File: src/rtl/cursor_step_gen_if.sv
`default_nettype none
// ============================================================================
//  Module   : cursor_step_gen_if
//  Brief    : Button inputs and step/direction/conflict outputs of the
//             cursor step generator.
//  Revision : 1.0  initial release
// ============================================================================
interface cursor_step_gen_if;
    logic btn_up;
    logic btn_down;
    logic step;
    logic up;
    logic conflict;

    modport master (
        output btn_up,
        output btn_down,
        input  step,
        input  up,
        input  conflict
    );

    modport slave (
        input  btn_up,
        input  btn_down,
        output step,
        output up,
        output conflict
    );
endinterface
`default_nettype wire

File: src/rtl/cursor_step_gen.sv
`default_nettype none
// ============================================================================
//  Module   : cursor_step_gen
//  Brief    : Debounces two push buttons and emits single-cycle cursor step
//             pulses with hold-to-repeat; both buttons held locks stepping out.
//  Revision : 1.0  initial release
// ============================================================================
module cursor_step_gen #(
    parameter int unsigned DEBOUNCE_CYCLES = 16,
    parameter int unsigned REPEAT_DELAY    = 64,
    parameter int unsigned REPEAT_RATE     = 16
) (
    input  wire logic           clk,
    input  wire logic           reset,
    cursor_step_gen_if.slave    bus
);

    localparam logic [15:0] c_DB_LAST   = 16'(DEBOUNCE_CYCLES - 1);
    localparam logic [15:0] c_DLY_LAST  = 16'(REPEAT_DELAY - 1);
    localparam logic [15:0] c_RATE_LAST = 16'(REPEAT_RATE - 1);

    typedef enum logic [1:0] {
        S_IDLE   = 2'd0,
        S_FIRST  = 2'd1,
        S_REPEAT = 2'd2,
        S_LOCK   = 2'd3
    } state_t;

    // Bit 0 carries btn_up, bit 1 carries btn_down throughout.
    logic [1:0]  w_raw;
    logic [1:0]  r_sync1;
    logic [1:0]  r_sync2;
    logic [1:0]  r_db;
    logic [1:0]  r_db_prev;
    logic [15:0] r_db_cnt [2];
    logic [1:0]  w_press;

    state_t      r_state;
    state_t      w_next;
    logic        r_active;
    logic        w_active_nxt;
    logic [15:0] r_rep_cnt;
    logic [15:0] w_rep_cnt_nxt;
    logic        r_step;
    logic        w_step_nxt;
    logic        r_up;
    logic        w_up_nxt;
    logic        r_conflict;
    logic        w_act_held;
    logic        w_oth_held;

    assign w_raw   = {bus.btn_down, bus.btn_up};
    assign w_press = r_db & ~r_db_prev;

    always_ff @(posedge clk or negedge reset) begin
        if (!reset) begin
            r_sync1   <= '0;
            r_sync2   <= '0;
            r_db      <= '0;
            r_db_prev <= '0;
            for (int i = 0; i < 2; i++) begin
                r_db_cnt[i] <= '0;
            end
        end else begin
            r_sync1   <= w_raw;
            r_sync2   <= r_sync1;
            r_db_prev <= r_db;
            for (int i = 0; i < 2; i++) begin
                if (r_sync2[i] == r_db[i]) begin
                    r_db_cnt[i] <= '0;
                end else if (r_db_cnt[i] == c_DB_LAST) begin
                    r_db[i]     <= r_sync2[i];
                    r_db_cnt[i] <= '0;
                end else begin
                    r_db_cnt[i] <= r_db_cnt[i] + 16'd1;
                end
            end
        end
    end

    assign w_act_held = r_db[r_active];
    assign w_oth_held = r_db[~r_active];

    always_comb begin
        w_next        = r_state;
        w_active_nxt  = r_active;
        w_rep_cnt_nxt = r_rep_cnt + 16'd1;
        w_step_nxt    = 1'b0;
        w_up_nxt      = r_up;
        case (r_state)
            S_IDLE: begin
                w_rep_cnt_nxt = '0;
                if (&r_db) begin
                    w_next = S_LOCK;
                end else if (w_press[0]) begin
                    w_next       = S_FIRST;
                    w_active_nxt = 1'b0;
                    w_step_nxt   = 1'b1;
                    w_up_nxt     = 1'b1;
                end else if (w_press[1]) begin
                    w_next       = S_FIRST;
                    w_active_nxt = 1'b1;
                    w_step_nxt   = 1'b1;
                    w_up_nxt     = 1'b0;
                end
            end
            S_FIRST, S_REPEAT: begin
                // Release takes precedence so a lost active button never steps.
                if (!w_act_held) begin
                    w_next        = S_IDLE;
                    w_rep_cnt_nxt = '0;
                end else if (w_oth_held) begin
                    w_next        = S_LOCK;
                    w_rep_cnt_nxt = '0;
                end else if (r_rep_cnt == ((r_state == S_FIRST) ? c_DLY_LAST : c_RATE_LAST)) begin
                    w_next        = S_REPEAT;
                    w_step_nxt    = 1'b1;
                    w_rep_cnt_nxt = '0;
                end
            end
            S_LOCK: begin
                w_rep_cnt_nxt = '0;
                if (r_db == 2'b00) begin
                    w_next = S_IDLE;
                end
            end
            default: begin
                w_next        = S_IDLE;
                w_rep_cnt_nxt = '0;
            end
        endcase
    end

    always_ff @(posedge clk or negedge reset) begin
        if (!reset) begin
            r_state    <= S_IDLE;
            r_active   <= 1'b0;
            r_rep_cnt  <= '0;
            r_step     <= 1'b0;
            r_up       <= 1'b1;
            r_conflict <= 1'b0;
        end else begin
            r_state    <= w_next;
            r_active   <= w_active_nxt;
            r_rep_cnt  <= w_rep_cnt_nxt;
            r_step     <= w_step_nxt;
            r_up       <= w_up_nxt;
            r_conflict <= (w_next == S_LOCK);
        end
    end

    assign bus.step     = r_step;
    assign bus.up       = r_up;
    assign bus.conflict = r_conflict;

endmodule
`default_nettype wire
File: src/flat_wrapper.sv
// flat-port wrapper written by rule: the top's interface ports become plain ports
module cursor_step_gen_flat 
#(
    parameter int unsigned DEBOUNCE_CYCLES = 16,
    parameter int unsigned REPEAT_DELAY    = 64,
    parameter int unsigned REPEAT_RATE     = 16
)
  (clk, reset, bus_btn_up, bus_btn_down, bus_step, bus_up, bus_conflict);
  cursor_step_gen_if bus_i ();
  input  wire logic clk;
  input  wire logic reset;
  input wire logic [$bits(bus_i.btn_up)-1:0] bus_btn_up;
  input wire logic [$bits(bus_i.btn_down)-1:0] bus_btn_down;
  output wire logic [$bits(bus_i.step)-1:0] bus_step;
  output wire logic [$bits(bus_i.up)-1:0] bus_up;
  output wire logic [$bits(bus_i.conflict)-1:0] bus_conflict;
  assign bus_i.btn_up = bus_btn_up;
  assign bus_i.btn_down = bus_btn_down;
  assign bus_step = bus_i.step;
  assign bus_up = bus_i.up;
  assign bus_conflict = bus_i.conflict;
  cursor_step_gen #(.DEBOUNCE_CYCLES(DEBOUNCE_CYCLES), .REPEAT_DELAY(REPEAT_DELAY), .REPEAT_RATE(REPEAT_RATE)) u_core (.clk(clk), .reset(reset), .bus(bus_i));
endmodule
File: config.mk
export PLATFORM = sky130hd
export DESIGN_NAME = cursor_step_gen_flat
export DESIGN_NICKNAME = d
export VERILOG_FILES = /design/src/rtl/cursor_step_gen_if.sv /design/src/rtl/cursor_step_gen.sv /design/src/flat_wrapper.sv
export SDC_FILE = /design/constraint.sdc
export NUM_CORES = 1
export LEC_CHECK = 0
export BUFFER_PORTS_ARGS = -buffer_cell sky130_fd_sc_hd__buf_2
export CORE_ASPECT_RATIO = 0.5
export CORE_UTILIZATION = 40
export DETAILED_ROUTE_END_ITERATION = 10
export SYNTH_ARGS = -nofsm -noshare
export SYNTH_HDL_FRONTEND = slang
export SYNTH_SLANG_ARGS = --single-unit
File: constraint.sdc
create_clock -name clk -period 2.6 [get_ports clk]
set_input_delay 0.26 -clock clk [delete_from_list [all_inputs] [get_ports clk]]
set_output_delay 0.26 -clock clk [all_outputs]
set_load 0.005 [all_outputs]
==> run metrics <==
status=finished clean; slowest CP cell=or3_1; diode count=0; initial antenna violation count=0; Seq/Total Area, Yosys=between 50 and 60%; P_leak=0.001563 µW; Pre-antenna DRT Iters=4; final setup vio count=0; DRC=0; GRT Overall Usage=around 16%; Final Hold Violating Endpoints=0; skew final=6.928 ps; Area Overhead vs Synth=14.55%; Detailed Route WL=5.023 mm; Syn Area/Cell=10.26 µm²; Post-Syn Nets=300; cell count after synthesis=290; Clk Latency, worst-skew pair=330 ps; crit-path cells=inv_1 > ha_1 > or3_1 > a21oi_4 > nand3b_4 > nor2_1; filler instances=roughly 630; Achievable Freq=556.3 MHz; Longest Clk Path Bufs=2; Routed Antenna Nets=0; clk sinks=between 60 and 70; vias=2003; grt ovf=0; largest net degree at the start of global routing=63; Worst-Margin Slew=771.7 ps; crit path buf inv count=1; cell area after layout=between 3000 and 4000 µm²; Post-DP HPWL=3.343 mm; Horiz. Die Dim=about 120 µm; met3 Use GR=just over 6%; Req. time, crit path=2810 ps; Initial Utilization=42.89%; max-slew violations=0; Crit Path Class=reg -> reg; Synth Register Bits=62; Max VDD drop=just under 0.3 mV; Max-Cap Viols=0; placed cell area=roughly 3100 µm²; CP top delay family=simple AND/OR/NAND/NOR gates; Worst Path Arrival=around 2000 ps; WL per Instance=approximately 13 µm; grt met2 use=24.10%; GP Congestion=0.8362; Synth Cell Area=2975 µm²; number of setup buffers added after CTS=0; port buffer count=6; Resize count post-CTS=0; TritonCTS Buffers=9; Setup crit end kind=flip-flop; RSZ-0062 raised after global routing=no; count of cell types in the netlist=39; gr busiest metal=met2; met1 Usage GRT=20.06%; clock slew at reported path FFs=around 50 ps; crit-path max FO=16; max incr delay on CP=around 410 ps; slew margin rel.=48.55%; CTS tree=yes; core area=6937 µm²; Power per Cell Area=696.7 nW/µm²; hold buffers post-CTS=0; number of global-route vias before repair=2110; first-pass GRT wire length=around 9.5 mm; nets=310; Clock Tree Root=clkbuf_16; Ports=7; Worst Hold Class=in -> reg; setup TNS=0 ps; htree depth=3; Synth Warn #=0; drt first-iter violations=43; die area=7808 µm²; DR vias/cell=5.045; Setup crit start kind=flip-flop; Min Clock Period, post-route=approximately 1800 ps; std cell rows=21; period utilization=between 60% and 70%; die outline height=62.99 µm; layout cells sized above 1=10.82%
[worst reg2reg max path, cell delays in order, from the launching register on]
cell	delay (ps)
dfrtp_1	400
inv_1	100
ha_1	200
or3_1	410
a21oi_4	210
nand3b_4	280
nor2_1	80
[registers in the layout (all words and copies together) (netlist names)]
signal / flops
u_core.r_db_prev: 2
u_core.r_active: 1
u_core.r_rep_cnt: 16
u_core.r_sync2: 2
u_core.r_state: 2
u_core.bus.up: 1
u_core.r_db_cnt: 32
u_core.bus.conflict: 1
u_core.r_sync1: 2
u_core.bus.step: 1
u_core.r_db: 2
[through the flow]
step | cells | utilization [%] | setup slack [ps] | hold slack [ps] | power [µW]
after floorplan | 290 | - | 895.9 | -35.59 | 1075
after global routing | 397 | 49.13 | 648.2 | 30.12 | 2468
final | 397 | 49.13 | 802.4 | 42.39 | 2374
after global placement | 381 | 44.46 | 865.3 | 334.7 | 1109
after detailed placement | 381 | 44.46 | 803.8 | 342.0 | 1112
after CTS | 397 | 49.13 | 795.3 | 26.94 | 2402
[cells in the mapped netlist, drive strengths merged]
master / number / area share (%)
nand2b: 4 / 0.84
nor3: 3 / 0.67
o21ai: 5 / 0.84
o2bb2a: 1 / 0.34
nand3b: 2 / 0.93
and2: 2 / 0.42
a221oi: 2 / 0.80
mux2: 3 / 1.1
nand3: 14 / 2.4
nand4: 7 / 1.5
nor2: 55 / 6.9
a21boi: 2 / 0.50
xnor2: 19 / 5.6
and3: 14 / 2.9
clkbuf: 2 / 0.25
ha: 6 / 2.5
a21oi: 7 / 1.6
and4: 5 / 1.5
nor4: 8 / 1.7
xor2: 25 / 7.4
o221ai: 1 / 0.50
or3: 1 / 0.21
a32oi: 1 / 0.29
dfrtp: 61 / 51
nor2b: 2 / 0.42
a22oi: 1 / 0.25
buf: 6 / 1.2
inv: 6 / 0.76
o22ai: 1 / 0.21
dfstp: 1 / 0.88
mux2i: 1 / 0.34
nand2: 21 / 2.6
o21ba: 1 / 0.34
[metal layers]
metal	wire length, µm	up-vias
li1	-	1007
met1	2576	979
met2	2248	10
met3	132	7
met4	67	0
met5	0	-
[path summary, 6_finish.rpt]
| path | startpoint | end | slack (ps) | cells after the start |
|---|---|---|---|---|
| worst max-delay path | u_core.r_state[1] | u_core.r_rep_cnt[3] | 800 | 6 |
| worst min-delay path | bus_btn_down | u_core.r_sync1[1] | 40 | 1 |
| worst max register to register | u_core.r_state[1] | u_core.r_rep_cnt[3] | 800 | 6 |
| worst min register to register | u_core.r_sync1[1] | u_core.r_sync2[1] | 350 | 0 |
| max in group asynchronous | reset | u_core.r_db_cnt[19] | 1990 | 2 |
| min in group asynchronous | reset | u_core.r_rep_cnt[11] | 70 | 2 |
[where the power goes]
| group | switching, µW | internal [µW] | total [µW] | leakage [µW] |
|---|---|---|---|---|
| clock | 421 | 860 | 1280 | 0.000154 |
| combinational | 65.7 | 31.7 | 97.4 | 0.000561 |
| sequential | 12.8 | 983 | 996 | 0.000848 |
[cells by family after synthesis]
| logic type | after synthesis | synth area share (%) |
|---|---|---|
| mux | 4 | 1.472 |
| buf+inv | 14 | 2.229 |
| fa+ha+maj | 6 | 2.523 |
| simple gates | 138 | 23.00 |
| compound gates | 22 | 5.635 |
| xor+xnor | 44 | 12.95 |
| flops | 62 | 52.19 |
[final cells by class]
cell class / count / area [µm²] / area share [%]
tap: 92 / 115.1 / 3.377
multi-input combinational: 214 / 1356 / 39.79
clock inverter: 6 / 85.08 / 2.496
sequential: 62 / 1553 / 45.56
inverter: 6 / 22.52 / 0.6608
clock buffer: 10 / 239.0 / 7.012
timing repair buffer: 7 / 37.54 / 1.101
[cell usage in the layout, fill, tap and decap left out, drive strengths merged, types with 2 or more instances in the layout]
| master | instances |
|---|---|
| a21boi | 2 |
| a21oi | 7 |
| a221oi | 2 |
| and2 | 2 |
| and3 | 14 |
| and4 | 5 |
| buf | 7 |
| bufinv | 2 |
| clkbuf | 10 |
| clkinv | 2 |
| clkinvlp | 2 |
| dfrtp | 61 |
| ha | 6 |
| inv | 6 |
| mux2 | 3 |
| nand2 | 21 |
| nand2b | 4 |
| nand3 | 14 |
| nand3b | 2 |
| nand4 | 7 |
| nor2 | 55 |
| nor2b | 2 |
| nor3 | 3 |
| nor4 | 8 |
| o21ai | 5 |
| xnor2 | 19 |
| xor2 | 25 |
No activity file was read; power rests on OpenSTA's default activity.
